--- config.mk ---
export PLATFORM = sky130hd
export DESIGN_NAME = ray_transceiver_seq
export DESIGN_NICKNAME = d
export VERILOG_FILES = /design/src/rtl/ray_transceiver_seq.sv
export SDC_FILE = /design/constraint.sdc
export NUM_CORES = 1
export LEC_CHECK = 0
export BUFFER_PORTS_ARGS = -buffer_cell sky130_fd_sc_hd__buf_2
export CAP_MARGIN = 20
export CELL_PAD_IN_SITES_DETAIL_PLACEMENT = 1
export CELL_PAD_IN_SITES_GLOBAL_PLACEMENT = 1
export CORE_AREA = 2 2 244 246
export CTS_CLUSTER_DIAMETER = 30
export DETAILED_ROUTE_END_ITERATION = 6
export DIE_AREA = 0 0 246 248
export PLACE_DENSITY = 0.49
export SYNTH_ARGS = -nofsm -noshare
export SYNTH_HDL_FRONTEND = slang
export SYNTH_HIERARCHICAL = 1
export SYNTH_SLANG_ARGS = --single-unit
--- constraint.sdc ---
create_clock -name clk -period 6.1 [get_ports clk]
set_input_delay 1.22 -clock clk [delete_from_list [all_inputs] [get_ports clk]]
set_output_delay 1.22 -clock clk [all_outputs]
set_load 0.02 [all_outputs]
--- src/rtl/ray_transceiver_seq.sv ---
// ray_transceiver_seq
// ----------------------------------------------------------------------------
// One square of the systolic move-generation array. A start pulse in IDLE
// begins a fixed-length sweep:
//   * an occupied square drives its own origin words (orig_ray / orig_kn);
//   * an empty square forwards sliding-piece words it has latched, sending each
//     one out of the opposite channel with the range field decremented by one;
//   * every square latches the first acceptable word seen on each incoming
//     channel. Words of the occupant's own colour are filtered out.
//
// Ports
//   clk, reset     clock / synchronous active-high reset
//   start          sweep request, sampled in IDLE only
//   piece_reg      occupant of this square (MSB = colour, zero = empty)
//   orig_ray/kn    origin words for this square, channel i at [i*W +: W]
//   ray_in/kn_in   words arriving from neighbours
//   ray_out/kn_out words driven toward neighbours (combinational)
//   ray_move/kn_move  latched arriving words, sticky within a sweep
//   move_valid     per-channel latched flag, ray channels in the low bits
//   capture        a latched word captured an opposite-colour occupant
//   busy / done    high during SWEEP / one-cycle pulse at the end of a sweep
// ----------------------------------------------------------------------------

// Per-channel latch. The first nonzero word that passes the colour filter is
// held until the next sweep start; later words on the channel are ignored.
module ray_transceiver_seq_lane #(
    parameter int W = 8
) (
    input  logic         clk,
    input  logic         reset,
    input  logic         clr_i,        // sweep start: drop the previous sweep's result
    input  logic         en_i,         // latching allowed (SWEEP)
    input  logic         occupied_i,
    input  logic         colour_i,     // occupant colour
    input  logic [W-1:0] word_i,
    output logic [W-1:0] move_o,
    output logic         vld_o,
    output logic         cap_o         // a latch happened into an occupied square
);
    logic [W-1:0] move_q;
    logic         vld_q;
    logic         blocked;
    logic         hit;

    always_comb begin
        blocked = occupied_i && (word_i[W-1] == colour_i);
        hit     = en_i && !blocked && (word_i != '0) && !vld_q;
        // A latch into an occupied square always has the opposite colour,
        // because same-colour words are blocked above.
        cap_o   = hit && occupied_i;
    end

    always_ff @(posedge clk) begin
        if (reset || clr_i) begin
            move_q <= '0;
            vld_q  <= 1'b0;
        end else if (hit) begin
            move_q <= word_i;
            vld_q  <= 1'b1;
        end
    end

    assign move_o = move_q;
    assign vld_o  = vld_q;
endmodule

module ray_transceiver_seq #(
    parameter int MOVE_W       = 11,
    parameter int KMOVE_W      = 8,
    parameter int PIECE_W      = 6,
    parameter int RANGE_W      = 3,
    parameter int SWEEP_CYCLES = 8,
    parameter int NUM_RAY      = 8,
    parameter int NUM_KN       = 8
) (
    input  logic                        clk,
    input  logic                        reset,
    input  logic                        start,
    input  logic [PIECE_W-1:0]          piece_reg,
    input  logic [NUM_RAY*MOVE_W-1:0]   orig_ray,
    input  logic [NUM_KN*KMOVE_W-1:0]   orig_kn,
    input  logic [NUM_RAY*MOVE_W-1:0]   ray_in,
    input  logic [NUM_KN*KMOVE_W-1:0]   kn_in,
    output logic [NUM_RAY*MOVE_W-1:0]   ray_out,
    output logic [NUM_KN*KMOVE_W-1:0]   kn_out,
    output logic [NUM_RAY*MOVE_W-1:0]   ray_move,
    output logic [NUM_KN*KMOVE_W-1:0]   kn_move,
    output logic [NUM_RAY+NUM_KN-1:0]   move_valid,
    output logic                        capture,
    output logic                        busy,
    output logic                        done
);
    localparam int CNT_W = (SWEEP_CYCLES > 1) ? $clog2(SWEEP_CYCLES) : 1;
    // Ray word layout: colour, orthogonal slider, diagonal slider, range, payload.
    localparam int ORTH_B = MOVE_W - 2;
    localparam int DIAG_B = MOVE_W - 3;
    localparam int RNG_HI = MOVE_W - 4;
    localparam int RNG_LO = MOVE_W - 3 - RANGE_W;

    // Opposite ray channel for the fixed order U,D,L,R,UL,UR,DL,DR.
    function automatic int opp_ch(input int j);
        case (j)
            0: return 1;
            1: return 0;
            2: return 3;
            3: return 2;
            4: return 7;
            5: return 6;
            6: return 5;
            default: return 4;
        endcase
    endfunction

    typedef enum logic [1:0] {
        S_IDLE  = 2'd0,
        S_SWEEP = 2'd1,
        S_DONE  = 2'd2
    } state_t;

    state_t           state_q;
    logic [CNT_W-1:0] cnt_q;
    logic             busy_q;
    logic             done_q;
    logic             capture_q;

    logic             sweep_start;
    logic             in_sweep;
    logic             occupied;
    logic             colour;

    logic [NUM_RAY-1:0][MOVE_W-1:0]  ray_in_w;
    logic [NUM_RAY-1:0][MOVE_W-1:0]  orig_ray_w;
    logic [NUM_RAY-1:0][MOVE_W-1:0]  ray_move_w;
    logic [NUM_RAY-1:0][MOVE_W-1:0]  ray_out_w;
    logic [NUM_KN-1:0][KMOVE_W-1:0]  kn_in_w;
    logic [NUM_KN-1:0][KMOVE_W-1:0]  kn_move_w;
    logic [NUM_RAY-1:0]              ray_vld;
    logic [NUM_RAY-1:0]              ray_cap;
    logic [NUM_KN-1:0]               kn_vld;
    logic [NUM_KN-1:0]               kn_cap;

    assign sweep_start = (state_q == S_IDLE) && start;
    assign in_sweep    = (state_q == S_SWEEP);
    assign occupied    = (piece_reg != '0);
    assign colour      = piece_reg[PIECE_W-1];

    assign ray_in_w    = ray_in;
    assign orig_ray_w  = orig_ray;
    assign kn_in_w     = kn_in;

    // ------------------------------------------------------------------------
    // Sequencer: IDLE -> SWEEP (SWEEP_CYCLES cycles) -> DONE (1 cycle) -> IDLE
    // ------------------------------------------------------------------------
    always_ff @(posedge clk) begin
        if (reset) begin
            state_q   <= S_IDLE;
            cnt_q     <= '0;
            busy_q    <= 1'b0;
            done_q    <= 1'b0;
            capture_q <= 1'b0;
        end else begin
            case (state_q)
                S_IDLE: begin
                    done_q <= 1'b0;
                    if (start) begin
                        state_q   <= S_SWEEP;
                        cnt_q     <= '0;
                        busy_q    <= 1'b1;
                        capture_q <= 1'b0;
                    end
                end
                S_SWEEP: begin
                    if (|{ray_cap, kn_cap}) capture_q <= 1'b1;
                    if (cnt_q == CNT_W'(SWEEP_CYCLES - 1)) begin
                        state_q <= S_DONE;
                        busy_q  <= 1'b0;
                        done_q  <= 1'b1;
                    end else begin
                        cnt_q <= cnt_q + 1'b1;
                    end
                end
                S_DONE: begin
                    state_q <= S_IDLE;
                    done_q  <= 1'b0;
                end
                default: begin
                    state_q <= S_IDLE;
                    busy_q  <= 1'b0;
                    done_q  <= 1'b0;
                end
            endcase
        end
    end

    // ------------------------------------------------------------------------
    // Ray channels: latch, plus forwarding out of the opposite channel
    // ------------------------------------------------------------------------
    for (genvar j = 0; j < NUM_RAY; j++) begin : g_ray
        localparam int OJ  = opp_ch(j);
        localparam int SLB = (j < 4) ? ORTH_B : DIAG_B;

        logic [MOVE_W-1:0] src;
        logic [MOVE_W-1:0] fwd;
        logic              fwd_ok;

        ray_transceiver_seq_lane #(.W(MOVE_W)) u_lane (
            .clk       (clk),
            .reset     (reset),
            .clr_i     (sweep_start),
            .en_i      (in_sweep),
            .occupied_i(occupied),
            .colour_i  (colour),
            .word_i    (ray_in_w[j]),
            .move_o    (ray_move_w[j]),
            .vld_o     (ray_vld[j]),
            .cap_o     (ray_cap[j])
        );

        // The word leaving channel j is the one that arrived on the opposite
        // channel (it keeps travelling in the same direction). Uses the
        // registered copy, so a same-cycle latch does not affect this output.
        always_comb begin
            src    = ray_move_w[OJ];
            fwd_ok = (src != '0) && src[SLB] && (src[RNG_HI:RNG_LO] != '0);
            fwd    = src;
            fwd[RNG_HI:RNG_LO] = src[RNG_HI:RNG_LO] - 1'b1;

            if (!in_sweep)
                ray_out_w[j] = '0;
            else if (occupied)
                ray_out_w[j] = orig_ray_w[j];
            else if (fwd_ok)
                ray_out_w[j] = fwd;
            else
                ray_out_w[j] = '0;
        end
    end

    // ------------------------------------------------------------------------
    // Knight channels: latch only; knights never pass through a square
    // ------------------------------------------------------------------------
    for (genvar k = 0; k < NUM_KN; k++) begin : g_kn
        ray_transceiver_seq_lane #(.W(KMOVE_W)) u_lane (
            .clk       (clk),
            .reset     (reset),
            .clr_i     (sweep_start),
            .en_i      (in_sweep),
            .occupied_i(occupied),
            .colour_i  (colour),
            .word_i    (kn_in_w[k]),
            .move_o    (kn_move_w[k]),
            .vld_o     (kn_vld[k]),
            .cap_o     (kn_cap[k])
        );
    end

    assign kn_out     = (in_sweep && occupied) ? orig_kn : '0;
    assign ray_out    = ray_out_w;
    assign ray_move   = ray_move_w;
    assign kn_move    = kn_move_w;
    assign move_valid = {kn_vld, ray_vld};
    assign capture    = capture_q;
    assign busy       = busy_q;
    assign done       = done_q;
endmodule

==> results of run 1 <==
registers in the layout, indices dropped and copies added, names as in the netlist:
signal	flops
state_q	2
g_kn.u_lane/vld_o	8
g_ray.u_lane/vld_o	8
capture	1
done	1
g_kn.u_lane/move_o	64
g_ray.u_lane/move_o	88
busy	1
cnt_q	3
power by group:
| part | leakage [nW] | switching, mW | total [mW] | internal (mW) |
|---|---|---|---|---|
| combinational | 5.68 | 0.448 | 0.703 | 0.255 |
| sequential | 1.43 | 0.0305 | 1.22 | 1.19 |
| clock | 0.347 | 0.541 | 1.37 | 0.831 |
layer usage:
layer	global-route usage, %	vias up	share of wire [%]
li1	-	5676	-
met1	20.4	5508	42
met2	28.4	427	47
met3	6.40	50	9.3
met4	5.19	4	1.8
met5	0	-	0.050
critical path: cells and delay by family:
kind            cells  cell delay [ns]
buf+inv             4             1.32
simple gates        3             0.51
compound gates      1             0.15
logic make-up (layout without fill, tap and decap cells):
| logic type | after synthesis | in the layout |
|---|---|---|
| AND/OR/NAND/NOR | 673 | 673 |
| buffers and inverters | 112 | 727 |
| AO/OA/AOI/OAI | 199 | 199 |
| multiplexers | 96 | 96 |
| flip-flops | 176 | 176 |
| other | 0 | 5 |
| XOR/XNOR | 24 | 24 |
| adder cells (fa/ha/maj) | 18 | 18 |
worst paths after layout:
kind | startpoint | endpoint | cells after the start
worst max-delay path | piece_reg[5] | ray_out[74] | 8
worst min-delay path | g_kn[7].u_lane/move_o[1] | g_kn[7].u_lane/move_o[1] | 2
worst max register to register | state_q[1] | capture | 9
worst min register to register | g_kn[7].u_lane/move_o[1] | g_kn[7].u_lane/move_o[1] | 2
cells in the final DEF (no fill, tap or decap), types with 9 or more instances in the layout:
cell type and n:
a21oi_1 100, a21oi_2 16, and3_1 72, buf_2 638, buf_4 28, clkbuf_16 17, dfxtp_1 176, ha_1 18
inv_1 26, mux2i_1 96, nand2_1 336, nand2b_1 9, nand2b_4 9, nand3_1 128, nor2_1 25, nor3_1 18
nor4_1 36, o21ai_0 49, xnor2_1 16
layout make-up:
cell class / instances / area (sq um)
Fill cell: 7208 / 43900
Multi-Input combinational cell: 1010 / 5820
Sequential cell: 176 / 3520
Timing Repair Buffer: 667 / 3420
Tap cell: 773 / 967
Clock buffer: 19 / 443
Clock inverter: 13 / 273
Inverter: 28 / 111
Antenna cell: 5 / 12.5
==> flow_summary.ini, run 1 <==
[worst_setup_path]
cp-start-kind = input port
cp.required_ns = 4.88
path_common_cell = buf_2
reg2reg_slack_ns = 2.55
cp_cell_sequence = buf_2 -> nor2_1 -> and3_4 -> inv_6 -> buf_4 -> nand2_1 -> a21oi_1 -> buf_2
arrival_ns = 3.44
crit_type = in2out
setup.worst_path.end_class = output pin
cpMaxStageDelayCell = inv_6
max_stage_delay_ns = 0.49
path_max_fanout = 92

[floorplanning]
core-area_sq_um = 58500
num_rows = 89
die_w_um = 246
io_pins = 636
die-area_sq_um = 61000
initial_core_util_pct = 17.0
die_h_um = 248

[synth]
synthSimpleGateAreaFrac_pct = 32.5
muxShareOfSynthArea_pct = 9.69
syn-num-nets = 1629
syn_inst = 1298
ys_seq_area_share_pct = 35.5
yosys-top-cells-area = dfxtp_1 36%, nand2_1 13%, mux2i_1 9.7%
synth_xor_area_share_pct = 2.12
synth_top_family_by_area = simple AND/OR/NAND/NOR gates
synthAdderAreaFrac_pct = 2.27
synthDistinctLibCells = 35
synthArstFlopShare_pct = 0
synth-warning-count = 6
ys_seq_elements = 176
post_synth.cell_area_avg_sq_um = 7.64
synth_edf_count = 0
synth_top_area_share_pct = 35.5
syn_area_sq_um = 9920
yosys-top-cells-count = 336 x nand2_1, 176 x dfxtp_1, 128 x nand3_1
synth_compound_area_share_pct = 11.9
synthMostInstantiatedCell = nand2_1
synth-main-ff-cell = dfxtp_1
synth_area_leader_cell = dfxtp_1

[power]
static-leakage-power_nw = 7.45
power.total_mw = 3.29
peakVddDrop_uv = 172
pwr_density_cell_nw_per_um2 = 226

[final_layout]
drive_gt1_share_pct = 39.7
syn_to_final_growth_pct = 46.9
finalNonFillerCells = 2691
nets = 2231
final_area_sq_um = 14600
utilization_pct = 24.9

[grt]
grt_max_degree = 93
grt_overflow = 0
track_usage_pct = 17.1
grt_pass1_vias = 12000
antenna_found_initial = 9
grt_first_pass_wirelength_mm = 77.4

[cts]
clk_pin_slew_ns = 0.07
holdBufCountCts = 0
cts_tree = yes
ctsResizeCount = 0
clockRootBuffer = clkbuf_16
cts_made_buffers = 17
htreeDepth = 4
clk_path_buf_depth = 2
clock_sinks = 176
cts_setup_buffers = 0
clock_latency_ns = 0.48

[outcome]
outcome = finished, final reports clean

[placed_design]
place_inst = 2646
place_hpwl_mm = 43.3
place_area_sq_um = 13800
place_congestion = 0.976
preCtsSetupSlack_ns = 1.36
portBuffers = 635

[timing]
post-route-period-util_pct = 76.4
finClkSkew_ns = 0.0115
worst_pin_slew_ns = 1.06
finalMaxSlewViolations = 0
hold_violations = 0
period_needed_ns = 4.66
fmax_ghz = 0.215
hold_slack_ns = 0.456
setup_viol_count_final = 0
finalWorstSetupSlack_ns = 1.44
rsz0062_at_grt = no
relSlewSlack_pct = 29.2
setup_tns_ns = 0

[hold_path]
hold_class = reg2reg

[detailed_routing]
first_iter_violations = 375
vias = 11700
drc = 0
wl_per_cell_um = 20.0
via_per_inst = 4.33
drt.antenna.violating_nets = 0
totalWireLength_mm = 53.8
drt-pass1-iter-count = 4

[run]
drv_cap = 0
Note: power is estimated with default switching activity, not from simulation.
==> run 2: changes to the inputs <==
- CORE_AREA: 2 2 244 246 -> 2 2 251 253
- DIE_AREA: 0 0 246 248 -> 0 0 253 255
- clock period: 6.1 -> 4.15 ns (I/O delays scaled with it)
==> flow_summary.ini, run 2 (synthesis gave the netlist of run 1 again) <==
[timing]
finalMaxSlewViolations = 0
setup_viol_count_final = 0
period_needed_ns = 3.85
post-route-period-util_pct = 92.7
hold_slack_ns = 0.457
fmax_ghz = 0.260
worst_pin_slew_ns = 1.07
hold_violations = 0
finClkSkew_ns = 0.0130
finalWorstSetupSlack_ns = 0.305
relSlewSlack_pct = 28.6
setup_tns_ns = 0
rsz0062_at_grt = no

[final_layout]
nets = 2241
layout_common_cells = 635 x buf_2, 336 x nand2_1, 176 x dfxtp_1, 128 x nand3_1, 100 x a21oi_1
syn_to_final_growth_pct = 47.0
final_area_sq_um = 14600
drive_gt1_share_pct = 40.0
utilization_pct = 23.5
mostFrequentLayoutCell = buf_2
finalNonFillerCells = 2732
largest_reg_flops = 88

[placed_design]
place_inst = 2688
place_congestion = 0.903
place_hpwl_mm = 43.0
portBuffers = 635
place_area_sq_um = 14000
preCtsSetupSlack_ns = 0.196

[detailed_routing]
wl_per_cell_um = 19.4
via_per_inst = 4.29
drt.antenna.violating_nets = 0
drt-pass1-iter-count = 5
totalWireLength_mm = 53.1
drc = 0
vias = 11700
first_iter_violations = 545

[cts]
holdBufCountCts = 0
htreeDepth = 4
clk_path_buf_depth = 2
cts_setup_buffers = 0
clock_latency_ns = 0.50
clk_pin_slew_ns = 0.08
clock_sinks = 176
clockRootBuffer = clkbuf_16
ctsResizeCount = 0
cts_tree = yes
cts_made_buffers = 17

[run]
drv_cap = 0

[floorplanning]
core-area_sq_um = 62200
die_w_um = 253
num_rows = 92
die-area_sq_um = 64500
die_h_um = 255
io_pins = 636
initial_core_util_pct = 16.0

[grt]
grt_first_pass_wirelength_mm = 76.8
grt_max_degree = 124
grt_overflow = 0
grt_pass1_vias = 11900
antenna_found_initial = 21
track_usage_pct = 16.0

[worst_setup_path]
crit_type = in2out
reg2reg_from = state_q[1]
arrival_ns = 3.02
reg2reg_slack_ns = 1.49
setup.worst_path.end_class = output pin
cp.required_ns = 3.32
crit_start = piece_reg[1]
cp-start-kind = input port
path_max_fanout = 123

[outcome]
outcome = finished, final reports clean

[hold_path]
hold_class = reg2reg
worstHoldStart = g_kn[0].u_lane/move_o[7]

[power]
power.total_mw = 4.47
static-leakage-power_nw = 7.44
pwr_density_cell_nw_per_um2 = 306
peakVddDrop_uv = 325
[run 2: cell types whose count changed in the layout (fill, tap and decap cells not counted), moves of 2 or more]
cell,previous run,this run
bufinv_16,7,0
buf_4,28,39
a21boi_1,2,0
clkinvlp_4,0,2
inv_6,4,7
diode_2,5,10
buf_2,638,635
buf_12,0,3
clkbuf_8,2,0
[run 2: critical path, stage by stage]
cell and delay (ns):
buf_2 0.10, nor2_1 0.51, and3_4 0.45, inv_6 0.16, buf_12 0.21, nand2_1 0.21, a21oi_1 0.10, buf_2 0.20
[run 2: final timing paths]
check                                                end  cells past startpoint
worst max-delay path                         ray_out[39]                      8
worst min-delay path            g_kn[0].u_lane/move_o[7]                      2
worst max register to register                   capture                      9
worst min register to register  g_kn[0].u_lane/move_o[7]                      2
[run 2: area by class of cell]
class	instances	area [sq um]
tap	799	1000
antenna	10	25.0
sequential	176	3520
fill	7699	47600
clock buffer	18	429
clock inverter	14	140
timing repair buffer	677	3530
multi-input combinational	1010	5830
inverter	28	111
[run 2: where the power goes]
part / internal [mW] / total [mW] / switching, mW / leakage (nW)
combinational: 0.388 / 1.04 / 0.655 / 5.75
sequential: 1.74 / 1.79 / 0.0454 / 1.43
clock: 0.795 / 1.64 / 0.844 / 0.272
total: 2.92 / 4.47 / 1.54 / 7.44
[run 2: layer usage]
layer | global-route usage (%) | routed length, um
met1 | 18.9 | 22400
met2 | 27.1 | 25700
met3 | 6.36 | 4230
met4 | 3.82 | 603
met5 | 0 | 115
==> run 3: changes to the inputs <==
- BUFFER_PORTS_ARGS: -buffer_cell sky130_fd_sc_hd__buf_2 -> -buffer_cell sky130_fd_sc_hd__buf_4
==> flow_summary.ini, run 3 (synthesis gave the netlist of run 1 again) <==
[placed_design]
preCtsSetupSlack_ns = 0.743
place_area_sq_um = 15500
place_hpwl_mm = 44.0
place_congestion = 0.850
portBuffers = 635

[power]
power.total_mw = 4.75
peakVddDrop_uv = 292
static-leakage-power_nw = 7.71
pwr_density_cell_nw_per_um2 = 294

[detailed_routing]
first_iter_violations = 441
drt-pass1-iter-count = 4
totalWireLength_mm = 54.4
drt.antenna.violating_nets = 0
drc = 0
vias = 11600
via_per_inst = 4.26
wl_per_cell_um = 20.1

[timing]
setup_viol_count_final = 0
setup_tns_ns = 0
fmax_ghz = 0.276
relSlewSlack_pct = 29.7
rsz0062_at_grt = no
worst_pin_slew_ns = 1.05
finalWorstSetupSlack_ns = 0.529
finClkSkew_ns = 0.0172
period_needed_ns = 3.62
post-route-period-util_pct = 87.3
finalMaxSlewViolations = 0
hold_violations = 0

[hold_path]
worstHoldStart = g_kn[0].u_lane/move_o[7]
min_to = g_kn[0].u_lane/move_o[7]
hold_class = reg2reg
hold_path_depth = 2

[floorplanning]
die_h_um = 255
num_rows = 92
initial_core_util_pct = 16.0
core-area_sq_um = 62200
io_pins = 636
die_w_um = 253
die-area_sq_um = 64500

[final_layout]
nets = 2234
final_area_sq_um = 16100
nFillCells = 7549
multi_input_area_sq_um = 5830
utilization_pct = 26.0
largest_reg_flops = 88
antenna_cells = 0
syn_to_final_growth_pct = 62.7
layout_common_cells = 667 x buf_4, 336 x nand2_1, 176 x dfxtp_1, 128 x nand3_1, 100 x a21oi_1
final-seq-area_sq_um = 3520
mostFrequentLayoutCell = buf_4
drive_gt1_share_pct = 39.8

[cts]
clk_path_buf_depth = 2
htreeDepth = 4
cts_made_buffers = 17
cts_tree = yes
holdBufCountCts = 0
cts_setup_buffers = 0
ctsResizeCount = 0
clockRootBuffer = clkbuf_16
clk_pin_slew_ns = 0.08
clock_latency_ns = 0.49
clock_sinks = 176

[worst_setup_path]
setup.worst_path.end_class = output pin
reg2reg_from = state_q[1]
cp-start-kind = flip-flop
cp.required_ns = 3.32
r2r_cells = 10
arrival_ns = 2.79
reg2reg_slack_ns = 0.86
r2r_end = capture
crit_type = reg2out
path_max_fanout = 66

[grt]
grt_first_pass_wirelength_mm = 78.7
grt_max_degree = 101
grt_pass1_vias = 12100
track_usage_pct = 16.4
grt_overflow = 0
antenna_found_initial = 4

[outcome]
outcome = finished, final reports clean

[run]
drv_cap = 0
-- run 3: cell count changes in the layout (fill, tap and decap cells not counted) --
cell / change
bufinv_16: +3
clkinv_8: -2
inv_8: +1
diode_2: -10
clkinv_4: -2
clkinvlp_4: -1
clkinv_2: +2
buf_4: +628
inv_6: -2
buf_2: -635
-- run 3: worst max path at each step --
stage	start	to	slack, ns	cells past startpoint
after floorplan	start	g_kn[0].u_lane/move_o[0]	0.97	5
after global placement	piece_reg[1]	capture	0.79	11
after detailed placement	state_q[1]	capture	0.74	10
after CTS	state_q[1]	kn_out[49]	0.37	5
after global routing	state_q[1]	kn_out[36]	0.30	5
final	state_q[1]	kn_out[49]	0.53	5
-- run 3: per-layer routing --
metal / routed length [um] / up-vias / part of all wire [%] / global-route usage, %
li1: - / 5669 / - / -
met1: 22700 / 5534 / 42 / 19.5
met2: 26300 / 331 / 48 / 27.7
met3: 4650 / 34 / 8.5 / 6.22
met4: 747 / 2 / 1.4 / 4.06
met5: 13 / - / 0.024 / 0
-- run 3: critical path: stages (launching register included) --
cell      delay, ns
dfxtp_1        0.39
nand2b_4       0.48
clkinv_2       0.61
buf_12         0.40
and3_1         0.22
buf_4          0.16
-- run 3: power breakdown --
group	switching (mW)	leakage [nW]	internal [mW]
Clock	0.810	0.297	0.961
Sequential	0.0461	1.43	1.74
Combinational	0.658	5.98	0.534
Total	1.51	7.71	3.24
-- run 3: stage by stage --
stage	hold slack [ns]	instances
after floorplan	0.457	1298
after global placement	0.448	2680
after detailed placement	0.451	2680
after CTS	0.468	2711
after global routing	0.485	2714
final	0.463	2714
-- run 3: cell type report --
cell class | instances | area share (%)
multi-input combinational | 1010 | 36.1
sequential | 176 | 21.8
inverter | 28 | 0.690
timing repair buffer | 670 | 31.4
tap | 799 | 6.20
clock inverter | 13 | 1.09
clock buffer | 18 | 2.66
